$ cat src/rtl/cond_pkg.sv
// Shared constants for the conditional-execution stage: ARM condition codes
// and the bit positions of the NZCV flags and the FlagW write groups.
package cond_pkg;

    localparam logic [3:0] COND_EQ = 4'b0000;
    localparam logic [3:0] COND_NE = 4'b0001;
    localparam logic [3:0] COND_CS = 4'b0010;
    localparam logic [3:0] COND_CC = 4'b0011;
    localparam logic [3:0] COND_MI = 4'b0100;
    localparam logic [3:0] COND_PL = 4'b0101;
    localparam logic [3:0] COND_VS = 4'b0110;
    localparam logic [3:0] COND_VC = 4'b0111;
    localparam logic [3:0] COND_HI = 4'b1000;
    localparam logic [3:0] COND_LS = 4'b1001;
    localparam logic [3:0] COND_GE = 4'b1010;
    localparam logic [3:0] COND_LT = 4'b1011;
    localparam logic [3:0] COND_GT = 4'b1100;
    localparam logic [3:0] COND_LE = 4'b1101;
    localparam logic [3:0] COND_AL = 4'b1110;
    localparam logic [3:0] COND_NV = 4'b1111;

    localparam int unsigned FLAG_N = 3;
    localparam int unsigned FLAG_Z = 2;
    localparam int unsigned FLAG_C = 1;
    localparam int unsigned FLAG_V = 0;

    localparam int unsigned FLAGW_NZ = 1;
    localparam int unsigned FLAGW_CV = 0;

endpackage

$ cat src/rtl/cond_check.sv
// Combinational ARM condition-code evaluator: pass is high when the 4-bit
// condition holds for the given {N,Z,C,V} flags.
module cond_check
    import cond_pkg::*;
(
    input  logic [3:0] i_cond,
    input  logic [3:0] i_flags,
    output logic       o_pass
);

    logic w_n, w_z, w_c, w_v;

    assign w_n = i_flags[FLAG_N];
    assign w_z = i_flags[FLAG_Z];
    assign w_c = i_flags[FLAG_C];
    assign w_v = i_flags[FLAG_V];

    always_comb begin
        o_pass = 1'b0;
        case (i_cond)
            COND_EQ: o_pass = w_z;
            COND_NE: o_pass = ~w_z;
            COND_CS: o_pass = w_c;
            COND_CC: o_pass = ~w_c;
            COND_MI: o_pass = w_n;
            COND_PL: o_pass = ~w_n;
            COND_VS: o_pass = w_v;
            COND_VC: o_pass = ~w_v;
            COND_HI: o_pass = w_c & ~w_z;
            COND_LS: o_pass = ~w_c | w_z;
            COND_GE: o_pass = (w_n == w_v);
            COND_LT: o_pass = (w_n != w_v);
            COND_GT: o_pass = ~w_z & (w_n == w_v);
            COND_LE: o_pass = w_z | (w_n != w_v);
            COND_AL: o_pass = 1'b1;
            COND_NV: o_pass = 1'b0;
            default: o_pass = 1'b0;
        endcase
    end

endmodule

$ cat src/rtl/cond_unit.sv
// Conditional-execution stage: NZCV flag register, condition check and
// squash-qualified write enables. Define COND_PERF_CNT_EN to build the
// executed/squashed instruction counters; otherwise both ports read 0.
module cond_unit
    import cond_pkg::*;
#(
    parameter int unsigned CNT_W = 16
) (
    input  logic             clk,
    input  logic             reset,
    input  logic             in_valid,
    input  logic [3:0]       Cond,
    input  logic [3:0]       ALUFlags,
    input  logic [1:0]       FlagW,
    input  logic             PCS,
    input  logic             RegW,
    input  logic             MemW,
    input  logic             flag_load,
    input  logic [3:0]       flag_data,
    output logic             PCSrc,
    output logic             RegWrite,
    output logic             MemWrite,
    output logic             CondEx,
    output logic [3:0]       Flags,
    output logic [CNT_W-1:0] exec_cnt,
    output logic [CNT_W-1:0] squash_cnt
);

    logic [3:0] r_flags;
    logic       w_pass;
    logic       w_condex;

    cond_check u_cond_check (
        .i_cond  (Cond),
        .i_flags (r_flags),
        .o_pass  (w_pass)
    );

    // Reset gates the enables so nothing downstream commits during reset.
    assign w_condex = in_valid & w_pass & ~reset;

    assign CondEx   = w_condex;
    assign PCSrc    = PCS  & w_condex;
    assign RegWrite = RegW & w_condex;
    assign MemWrite = MemW & w_condex;
    assign Flags    = r_flags;

    always_ff @(posedge clk) begin
        if (reset) begin
            r_flags <= '0;
        end else if (flag_load) begin
            r_flags <= flag_data;
        end else begin
            if (FlagW[FLAGW_NZ] & w_condex)
                r_flags[FLAG_N:FLAG_Z] <= ALUFlags[FLAG_N:FLAG_Z];
            if (FlagW[FLAGW_CV] & w_condex)
                r_flags[FLAG_C:FLAG_V] <= ALUFlags[FLAG_C:FLAG_V];
        end
    end

`ifdef COND_PERF_CNT_EN
    logic [CNT_W-1:0] r_exec_cnt;
    logic [CNT_W-1:0] r_squash_cnt;

    always_ff @(posedge clk) begin
        if (reset) begin
            r_exec_cnt   <= '0;
            r_squash_cnt <= '0;
        end else if (in_valid) begin
            if (w_condex) begin
                if (r_exec_cnt != '1)
                    r_exec_cnt <= r_exec_cnt + 1'b1;
            end else begin
                if (r_squash_cnt != '1)
                    r_squash_cnt <= r_squash_cnt + 1'b1;
            end
        end
    end

    assign exec_cnt   = r_exec_cnt;
    assign squash_cnt = r_squash_cnt;
`else
    assign exec_cnt   = '0;
    assign squash_cnt = '0;
`endif

endmodule

$ cat config.mk
export PLATFORM = sky130hd
export DESIGN_NAME = cond_unit
export DESIGN_NICKNAME = d
export VERILOG_FILES = /design/src/rtl/cond_pkg.sv /design/src/rtl/cond_check.sv /design/src/rtl/cond_unit.sv
export SDC_FILE = /design/constraint.sdc
export NUM_CORES = 1
export LEC_CHECK = 0
export CORE_UTILIZATION = 29
export DETAILED_ROUTE_END_ITERATION = 7
export MAX_ROUTING_LAYER = met4
export PLACE_DENSITY = 0.77
export SLEW_MARGIN = 40
export SYNTH_ARGS = -nofsm -noshare
export SYNTH_HDL_FRONTEND = slang
export SYNTH_HIERARCHICAL = 1
export SYNTH_SLANG_ARGS = --single-unit
$ cat constraint.sdc
create_clock -name clk -period 2.25 [get_ports clk]
set_input_delay 0.225 -clock clk [delete_from_list [all_inputs] [get_ports clk]]
set_output_delay 0.225 -clock clk [all_outputs]
set_load 0.02 [all_outputs]
==> results of run 1 <==
## worst max-delay path, delay by kind of cell (launching register included)
kind	cells	cell delay [ns]
AOI/OAI and AO/OA	3	0.67
and+or+nand+nor	3	0.35
xor gates and xnor gates	2	0.33
DFF	1	0.33
buffers and inverters	1	0.14
## cells in the final DEF, fill, tap and decap left out, drive strengths merged
master          n
conb           32
clkdlybuf4s50  22
buf            16
inv             5
nand2           5
a41oi           4
a221oi          4
clkbuf          4
dfxtp           4
and2            3
a21oi           3
xor2            3
nor2            3
nand3           2
dlygate4sd2     1
nand2b          1
o21ai           1
o22a            1
nor4b           1
mux2i           1
xnor2           1
nor3            1
nor2b           1
a211oi          1
a2111oi         1
a311oi          1
o22ai           1
## report_power, final
part	total [uW]	internal, uW	leakage, uW	switching, uW
logic	205	89.2	0.000390	116
registers	82.7	77.6	0.0000338	5.18
clock network	87.5	59.6	0.0000138	27.9
## cell type report
type | count | area share, %
multi-input cells | 71 | 44.5
flip-flops and latches | 4 | 9.00
clock buffers | 3 | 2.46
well taps | 27 | 3.68
inverters | 5 | 2.05
repair buffers | 40 | 38.3
## layer usage
layer  wire length (um)  GRT usage (%)
met4                 28           8.33
met1                528           14.7
met2                719           23.7
met3                136           2.59
met5                  0              -
## path summary, 6_finish.rpt
path	to	slack, ns
hold reg to reg	Flags[0]$_SDFFE_PP0P_	0.62
hold / removal	Flags[2]$_SDFFE_PP0P_	0.56
setup reg to reg	Flags[1]$_SDFFE_PP0P_	0.17
setup / recovery	MemWrite	-0.03
## stage by stage
stage	cell area [um^2]	power, uW	instances
6_report	917	375	150
3_5_place_dp	893	283	146
3_3_place_gp	893	278	146
2_1_floorplan	753	237	115
5_1_grt	917	400	150
4_1_cts	925	378	150
## cell families after synthesis
| group | after synthesis | synth area share, % |
|---|---|---|
| AOI/OAI and AO/OA | 17 | 21.2 |
| DFF | 4 | 12.9 |
| other | 1 | 0.604 |
| xor gates and xnor gates | 4 | 5.65 |
| and+or+nand+nor | 17 | 13.7 |
| buffers and inverters | 40 | 44.4 |
| muxes | 1 | 1.61 |
## what timing repair did
action | CTS | global route
pin swaps | 2 | 1
setup endpoints to repair | 4 | 6
gates resized for setup | 22 | 4
gates cloned | 0 | 0
hold buffers | 0 | 0
setup buffers | 1 | 0
==> summary by stage, run 1 <==
Route
Summed over all layers, the routed wires come to 1.41 mm. Once detail routing completed, the nets flagged for antenna violations numbered 0. The number of remaining DRC errors is 0. Dividing the detail-routed wire length by the instance count gives 9.41 um. The detailed router finished its first iteration with 6 violations.

The routed layout has 642 vias. The detailed-router iteration count before antenna repair is 4. The average vias per placed instance is 4.28.

Global route
The initial antenna violation count is 0. Global routing finished with a remaining overflow of 0. The number of global-route vias before repair was 531.

Global routing used 13.9% of the available tracks across all layers. The global-route wire length before repair is 2.12 mm. The largest net degree at the start of global routing is 9.

Synthesis
The most used flip-flop cell after synthesis is dfxtp_1. The register bit total from synthesis is 4. Sequential cells were found to cover 12.9% of the synthesized design area. The area share of the largest cell type after synthesis is 39.9%. The number of enable flip-flop cells after synthesis is 0.

Of all flip-flops after synthesis, the portion carrying an async set or reset was 0%. The post-synthesis instance total is 84. The cell type with the largest total area after synthesis is buf_4. The Yosys step of the flow raised 6 warnings.

A synthesized cell averages 7.39 um^2. By area the synthesized netlist is led by buf_4 40%, dfxtp_1 13%, a221oi_1 5.6%. By instance count, the leading cell after synthesis is buf_4. The commonest cells after synthesis are 33 x buf_4, 5 x inv_1, 5 x nand2_1. The mapped netlist covers 621 um^2. The count of different cell masters after synthesis is 26.

Clock tree
The buffer depth of the longest clock path is 2. In this run, CTS created clock tree buffers numbering 3. The clock-pin slew of the registers on the worst-case setup and hold paths is 0.04 ns.

TritonCTS built the clock tree. The clock latency at the later pin of the worst-skew pair is 0.23 ns. The number of clock sinks is 4. In this run the number of H-tree levels came out at 1. The root buffer cell is clkbuf_4.

Place
The HPWL after detailed placement is 1.15 mm. At the end of routability-driven placement, the weighted congestion stood at 0.732. The worst setup slack after placement is -0.628 ns. In this run the tool buffered the top-level ports with 28 buffer cells.

Final layout
Relative to the synthesized area, the layout overhead comes to 47.8%. The final design utilization is 46.3%. The fraction of final layout cells with drive strength greater than 1 is 22.0%.

The flip-flop count of the largest register, all copies and words added is 4. The net total in the final layout is 146. 0 antenna diodes ended up in the layout. The area occupied by registers is 82.6 um^2.

The layout has 209 filler cells. Summing all multi-input logic gate instances after layout gives 408 um^2.

Setup path
The worst path arrival time is 2.05 ns. The launch point of the worst path is Flags[0]$_SDFFE_PP0P_. The worst setup path is launched from a flip-flop. The worst register-to-register path begins at Flags[0]$_SDFFE_PP0P_. Along the worst path, the maximum fanout reaches 4. The critical path goes through xor2_2, xor2_1, a2111oi_1, a311oi_1, o22ai_2, nand2_2, nor2_4, and2_1, buf_4.

The critical path's slowest cell is a2111oi_1. The longest individual stage delay on the worst path is 0.39 ns. The worst register-to-register path has a depth of 9. At the worst endpoint, the required time is 2.03 ns.

The kind of end point of the critical path is an output pin. The critical path is of the reg -> out type.

STA
The share of the clock period used by the worst path is 101%. Setup repair after global routing could not meet its margin everywhere. The minimum clock period is 2.28 ns. Summed over all failing endpoints, the final setup total negative slack is -0.0696 ns.

The worst setup margin is -0.0293 ns. The number of slew-limit violations in the final report is 0. The number of setup violations in the final report is 3. Final hold analysis gives a worst-case slack of 0.562 ns.

On the final layout, the worst clock skew is 0.00133 ns. The maximum clock rate is 439 MHz. The number of failing hold endpoints at the final stage is 0.

Hold path
Counting instances, the worst hold path has a depth of 3. The worst hold path begins at flag_data[2]. The path class of the tightest hold or removal check is in -> reg.

Pwr
The power per cell area is 409 nW/um^2. In this run the static leakage power is 0.000438 uW. The worst-case IR drop observed on VDD is 201 uV.

Floorplanning
In this run the core area contains 16 standard-cell rows. For this configuration, the core starts out at a cell density of 31.3%. From left edge to right edge, the die measures 48.3 um. The core outline area is 1980 um^2. The die height is 48.3 um. During I/O placement, the number of pins put on the boundary was 61. The die covers 2330 um^2.

Run status
The flow ran to the end, but the final reports show violations. The final reports fail on negative setup slack.

Job
The tool flagged a number of max-cap violations equal to 0.
Power figures use the tool's default switching activity.
==> run 2, diff against run 1 <==
--- a/config.mk
+++ b/config.mk
@@ -9,6 +9,7 @@
 export DETAILED_ROUTE_END_ITERATION = 7
 export MAX_ROUTING_LAYER = met4
 export PLACE_DENSITY = 0.77
+export SKIP_LAST_GASP = 1
 export SLEW_MARGIN = 40
 export SYNTH_ARGS = -nofsm -noshare
 export SYNTH_HDL_FRONTEND = slang
==> run 2 against run 1 <==
The run still ends with negative setup slack left. Register-to-register slack is essentially flat. Critical path type unchanged. Highest routed layer unchanged. Worst setup slack got worse by 0.0039 ns. Critical endpoint unchanged. Critical path depth unchanged. Clock skew is essentially flat.
==> summary by stage, run 2 (synthesis results as in run 1) <==
STA
The number of setup violations in the final report is 3 (unchanged). The maximum clock rate is 438 MHz (was 439 MHz). The number of failing hold endpoints at the final stage is 0 (unchanged).

The worst clock skew on the final layout was 0.00133 ns (about the same). The worst setup margin is -0.0332 ns (was -0.0293 ns). The share of the clock period used by the worst path is 101% (about the same).

The number of slew-limit violations in the final report is 0 (unchanged). RSZ-0062 raised after global routing: true (unchanged). The minimum clock period was 2.28 ns (about the same). The worst-case hold slack was 0.562 ns (unchanged).

Setup path
The depth of the worst register-to-register path is 9 (unchanged). The required time at the worst-slack endpoint was 2.03 ns (about the same). The setup slack on the worst flop-to-flop path was 0.17 ns (about the same). The category of the critical setup timing path is reg -> out (unchanged).

The reg-to-reg startpoint is Flags[0]$_SDFFE_PP0P_ (unchanged). The largest fanout on the critical path was 4 (unchanged). The kind of end point of the critical path was an output pin (unchanged).

The worst path arrival time is 2.06 ns (was 2.05 ns). The reg-to-reg endpoint is Flags[1]$_SDFFE_PP0P_ (unchanged). The category of the worst setup path launch point was a flip-flop (unchanged).

Clock tree
The number of clock sinks is 4 (unchanged). The TritonCTS clock tree is built (unchanged). The maximum level of the CTS H-tree came to 1 (unchanged). The clock latency at the later pin of the worst-skew pair came to 0.23 ns (about the same). The buffer depth of the longest clock path is 2 (unchanged). The clock-pin slew of the registers on the worst-case setup and hold paths was 0.04 ns (about the same).

The total clock buffers created by CTS came to 3 (unchanged). The root buffer cell was clkbuf_4 (unchanged). The total of hold buffers inserted after clock tree synthesis is 0 (unchanged).

Final layout
The count of antenna diodes in the layout is 0 (unchanged). The net total in the final layout is 146 (unchanged). The fraction of final layout cells with drive strength greater than 1 is 22.0% (unchanged).

The non-filler instance count after layout is 150 (unchanged). The flip-flop count of the largest register, all copies and words added is 4 (unchanged). The layout overhead on the synthesized area is 47.8% (unchanged).

The summed area of non-filler cells in the final layout is 917 um^2 (unchanged). The most frequent standard cell in the layout excluding fill and tap cells is conb_1 (unchanged). Commonest cells after routing, fill and taps aside: 32 x conb_1, 22 x clkdlybuf4s50_1, 15 x buf_4 (unchanged).

Route
The total via count after detailed routing is 644 (was 642). The number of nets with antenna violations after routing was 0 (unchanged). The detailed-router iteration count before antenna repair is 4 (unchanged). The initial DRC count was 6 (unchanged).

The routed length per placed instance is 9.43 um (was 9.41 um). The number of remaining DRC errors came to 0 (unchanged). The total wirelength of the detailed-routed design came to 1.42 mm (was 1.41 mm). The average vias per placed instance was 4.29 (was 4.28).

Run status
Run status: finished, violations left (unchanged). Violations in the final reports: negative setup slack (unchanged).

Hold path
The start point of the worst min-delay path is flag_data[2] (unchanged). The hold path depth is 3 (unchanged). The end point of the most critical hold path was Flags[2]$_SDFFE_PP0P_ (unchanged). The worst min-delay path class is in -> reg (unchanged).

Global route
The largest net degree at the start of global routing came to 9 (unchanged). The initial antenna violation count is 0 (unchanged). The global-route wire length before repair is 2.12 mm (unchanged). The global routing usage summed across all routing layers is 13.9% (unchanged). The remaining global-route overflow was 0 (unchanged). The number of global-route vias before repair is 531 (unchanged).

Pwr
The share of power burned in combinational logic was 54.6% (about the same). The power spent charging and discharging nets is 149 uW (about the same). The total leakage power is 0.000438 uW (about the same). The cell-internal power came to 226 uW (about the same).

The power per cell area was 409 nW/um^2 (about the same). The maximum resistive drop on vdd is 201 uV (about the same). The power share of the clock group came to 23.3% (about the same). The net switching share of the total power is 39.7% (about the same). The portion of total power attributed to sequential cells is 22.0% (about the same). The total power of the final layout is 375 uW (about the same).

Place
The worst setup slack after placement was -0.628 ns (unchanged). The global placer's final weighted congestion was 0.732 (unchanged). The HPWL after detailed placement came to 1.15 mm (unchanged).

The number of placed instances with taps included was 146 (unchanged). The count of input and output buffers is 28 (unchanged). The cell area after placement came to 893 um^2 (unchanged).

Floorplanning
The core outline area is 1980 um^2 (unchanged). The number of rows in the core area is 16 (unchanged). The number of top-level design ports is 61 (unchanged). The starting utilization of the core area is 31.3% (unchanged). The die height is 48.3 um (unchanged). The overall die width came to 48.3 um (unchanged). The die area is 2330 um^2 (unchanged).

Job
The number of maximum-capacitance violations came to 0 (unchanged).
==> run 2: what timing repair did <==
item / 4_1_cts / 5_1_grt
setup buffers: 1 / 0
resized for setup: 22 / 4
setup endpoints to repair: 4 / 6
pin swaps: 1 / 1
==> run 2: worst max-delay path, stage by stage (launching register included) <==
cell       delay (ns)
dfxtp_2          0.33
xor2_2           0.18
xor2_1           0.15
a2111oi_1        0.39
a311oi_1         0.11
o22ai_2          0.17
nand2_2          0.09
nor2_4           0.11
and2_1           0.15
buf_4            0.14
==> run 2: layout make-up <==
type	instances	area, um^2
clock buffers	3	22.5
fillers	209	1060
inverters	5	18.8
multi-input cells	71	408
flip-flops and latches	4	82.6
well taps	27	33.8
repair buffers	40	352
==> run 2: worst max-delay path by stage <==
| stage | slack, ns | endpoint | startpoint | depth (start not counted) |
|---|---|---|---|---|
| floorplan | 0.07 | MemWrite | Flags[3]$_SDFFE_PP0P_ | 8 |
| global placement | -0.55 | MemWrite | Cond[0] | 10 |
| CTS | -0.006 | MemWrite | Flags[0]$_SDFFE_PP0P_ | 9 |
| detailed placement | -0.63 | MemWrite | Cond[0] | 10 |
| finish | -0.03 | MemWrite | Flags[0]$_SDFFE_PP0P_ | 9 |
| global route | -0.07 | RegWrite | Flags[0]$_SDFFE_PP0P_ | 9 |
==> run 2: power groups by stage <==
stage	sequential (uW)	combinational, uW	clock [uW]
global route	83.1	224	92.1
detailed placement	82.7	200	0
finish	82.7	205	87.5
CTS	82.8	203	91.3
global placement	82.5	195	0
floorplan	91.3	146	0
==> run 2: metrics by stage <==
step	utilization, %	setup TNS, ns
2_1_floorplan	-	0
3_3_place_gp	45.1	-2.29
3_5_place_dp	45.1	-2.85
4_1_cts	46.7	-0.00575
5_1_grt	46.3	-0.203
6_report	46.3	-0.0812
==> run 2: routing by layer <==
layer / wire length, um / vias to the layer above / global-route usage (%)
met5: 0 / - / -
met4: 28 / 0 / 8.33
met3: 136 / 4 / 2.59
met2: 721 / 45 / 23.7
met1: 529 / 289 / 14.7
li1: - / 306 / -
==> run 3, diff against run 2 <==
--- a/config.mk
+++ b/config.mk
@@ -5,6 +5,7 @@
 export SDC_FILE = /design/constraint.sdc
 export NUM_CORES = 1
 export LEC_CHECK = 0
+export CORE_MARGIN = 2
 export CORE_UTILIZATION = 29
 export DETAILED_ROUTE_END_ITERATION = 7
 export MAX_ROUTING_LAYER = met4
==> run 3 against run 2 <==
The flow now finishes without violations. Via count is 4.3% lower. Sequential power is essentially flat. Total power decreased by 0.70%. Sequential share of layout area hardly changed. Maximum frequency is 4.5% higher. Global-route usage is 1.3 points lower. First-iteration DRC count rose by 50%. Largest cell class unchanged. Highest routed layer unchanged.
==> summary by stage, run 3 (synthesis results as in run 1) <==
Pwr
The net switching share of the total power is 39.8% (was 39.7%). The cell-internal power is 224 uW (was 226 uW). The power share of the clock group came to 23.2% (was 23.3%). The power per cell area is 406 nW/um^2 (was 409 nW/um^2). The portion of total power attributed to sequential cells is 22.3% (was 22.0%). The total power of the final layout is 373 uW (was 375 uW). The total leakage power is 0.000431 uW (was 0.000438 uW).

The power spent charging and discharging nets was 148 uW (was 149 uW). The share of power burned in combinational logic is 54.5% (was 54.6%). The maximum resistive drop on vdd is 237 uV (was 201 uV).

Place
The HPWL after detailed placement is 1.25 mm (was 1.15 mm). The global placer's final weighted congestion was 0.780 (was 0.732). The count of input and output buffers is 28 (unchanged). The number of placed instances with taps included is 145 (was 146).

Final layout
The fraction of final layout cells with drive strength greater than 1 is 20.7% (was 22.0%). The most frequent standard cell in the layout excluding fill and tap cells is conb_1 (unchanged). The flip-flop count of the largest register, all copies and words added was 4 (unchanged). Commonest cells after routing, fill and taps aside: 32 x conb_1, 22 x clkdlybuf4s50_1, 12 x buf_4 (was 32 x conb_1, 22 x clkdlybuf4s50_1, 15 x buf_4). The count of antenna diodes in the layout is 0 (unchanged). The net total in the final layout is 144 (was 146). The non-filler instance count after layout was 148 (was 150). The number of filler cells placed in the layout was 207 (was 209). The layout overhead on the synthesized area was 48.0% (was 47.8%).

Setup path
The category of the critical setup timing path is reg -> out (unchanged). The longest individual stage delay on the worst path came to 0.36 ns (was 0.39 ns). The worst path arrival time came to 1.96 ns (was 2.06 ns). The critical path's slowest cell is a2111oi_2 (was a2111oi_1).

The number of buffers and inverters on the critical path is 1 (unchanged). The largest fanout on the critical path is 4 (unchanged). Critical Path, Cell by Cell: xor2_2, xor2_1, a2111oi_2, a311oi_2, o22ai_2, nand2_2, nor2_4, and2_1, buf_6 (was xor2_2, xor2_1, a2111oi_1, a311oi_1, o22ai_2, nand2_2, nor2_4, and2_1, buf_4).

The family with the most delay on the worst path was compound AO/OA/AOI/OAI gates (unchanged). The category of the worst setup path launch point is a flip-flop (unchanged). The required time at the worst-slack endpoint is 2.03 ns (about the same).

The kind of end point of the critical path is an output pin (unchanged).

Clock tree
The total of hold buffers inserted after clock tree synthesis came to 0 (unchanged). The buffer depth of the longest clock path came to 2 (unchanged). The clock latency at the later pin of the worst-skew pair is 0.23 ns (about the same). The number of clock sinks was 4 (unchanged).

The maximum level of the CTS H-tree is 1 (unchanged). The TritonCTS clock tree is built (unchanged). The root buffer cell is clkbuf_4 (unchanged). The total clock buffers created by CTS is 3 (unchanged). The clock-pin slew of the registers on the worst-case setup and hold paths was 0.04 ns (about the same).

Route
The number of nets with antenna violations after routing is 0 (unchanged). The number of remaining DRC errors is 0 (unchanged). The average vias per placed instance was 4.16 (was 4.29).

The total wirelength of the detailed-routed design is 1.45 mm (was 1.42 mm). The routed length per placed instance is 9.79 um (was 9.43 um). The total via count after detailed routing was 616 (was 644). The initial DRC count came to 9 (was 6). The detailed-router iteration count before antenna repair was 4 (unchanged).

Global route
The global-route wire length before repair is 2.35 mm (was 2.12 mm). The remaining global-route overflow is 0 (unchanged). The initial antenna violation count was 0 (unchanged). The number of global-route vias before repair is 581 (was 531). The largest net degree at the start of global routing came to 9 (unchanged). The global routing usage summed across all routing layers is 12.6% (was 13.9%).

STA
The maximum clock rate is 458 MHz (was 438 MHz). The minimum clock period is 2.18 ns (was 2.28 ns). The worst-case hold slack is 0.569 ns (was 0.562 ns). The share of the clock period used by the worst path is 97.1% (was 101%).

The number of failing hold endpoints at the final stage is 0 (unchanged). The worst clock skew on the final layout is 0.00250 ns (was 0.00133 ns). The number of slew-limit violations in the final report came to 0 (unchanged). RSZ-0062 raised after global routing: true (unchanged). The number of setup violations in the final report is 0 (was 3).

Floorplanning
The overall die width is 50.3 um (was 48.3 um). The number of top-level design ports is 61 (unchanged). The core outline area came to 1980 um^2 (unchanged).

The die height is 50.3 um (was 48.3 um). The number of rows in the core area is 16 (unchanged). The starting utilization of the core area was 31.3% (unchanged). The die area is 2530 um^2 (was 2330 um^2).

Hold path
The worst min-delay path class is in -> reg (unchanged).

Job
The number of maximum-capacitance violations is 0 (unchanged).

Run status
Run status: finished clean (was finished, violations left).
==> run 3: power groups by stage <==
stage | sequential, uW | combinational, uW | clock, uW
global placement | 82.5 | 194 | 0
finish | 83.0 | 203 | 86.5
CTS | 83.0 | 199 | 91.8
global route | 83.8 | 221 | 94.7
detailed placement | 83.1 | 198 | 0
floorplan | 91.3 | 146 | 0
==> run 3: worst paths after layout <==
check             slack [ns]  cells after the start                  start               endpoint
hold reg to reg         0.62                      3  Flags[3]$_SDFFE_PP0P_  Flags[3]$_SDFFE_PP0P_
setup / recovery        0.07                      9  Flags[0]$_SDFFE_PP0P_               RegWrite
hold / removal          0.57                      3           flag_data[3]  Flags[3]$_SDFFE_PP0P_
setup reg to reg        0.29                      8  Flags[0]$_SDFFE_PP0P_  Flags[2]$_SDFFE_PP0P_
==> run 3: metrics by stage <==
step / setup WS [ns] / area (um^2) / setup TNS [ns] / utilization, %
after floorplan: 0.0728 / 753 / 0 / -
after global placement: -0.470 / 886 / -1.86 / 44.7
after detailed placement: -0.557 / 886 / -2.52 / 44.7
after CTS: 0.00253 / 907 / 0 / 45.8
after global routing: -0.0682 / 918 / -0.176 / 46.3
final: 0.0659 / 918 / 0 / 46.3
==> run 3: worst register-to-register path: stages, from the launching register on <==
cell	delay, ns
dfxtp_2	0.33
xor2_2	0.18
xor2_1	0.16
a2111oi_2	0.36
a311oi_2	0.08
o22ai_2	0.18
buf_4	0.18
a41oi_1	0.11
a221oi_1	0.29
==> run 3: what timing repair did <==
action	4_1_cts	5_1_grt
pin swaps	2	3
endpoints found under the setup margin	4	4
buffers inserted	0	0
resized for setup	20	6
==> run 3: area by class of cell <==
type / instances / area [um^2] / share of cell area [%]
clock buffers: 3 / 22.5 / 2.45
multi-input cells: 71 / 417 / 45.4
well taps: 27 / 33.8 / 3.68
flip-flops and latches: 4 / 82.6 / 8.99
inverters: 5 / 18.8 / 2.04
repair buffers: 38 / 344 / 37.5
==> run 3: per-layer routing <==
metal	global-route usage (%)	wire length (um)	share of wire (%)
met4	9.26	16	1.1
met5	-	0	0
met3	2.38	149	10
met2	23.2	796	55
met1	11.4	486	34
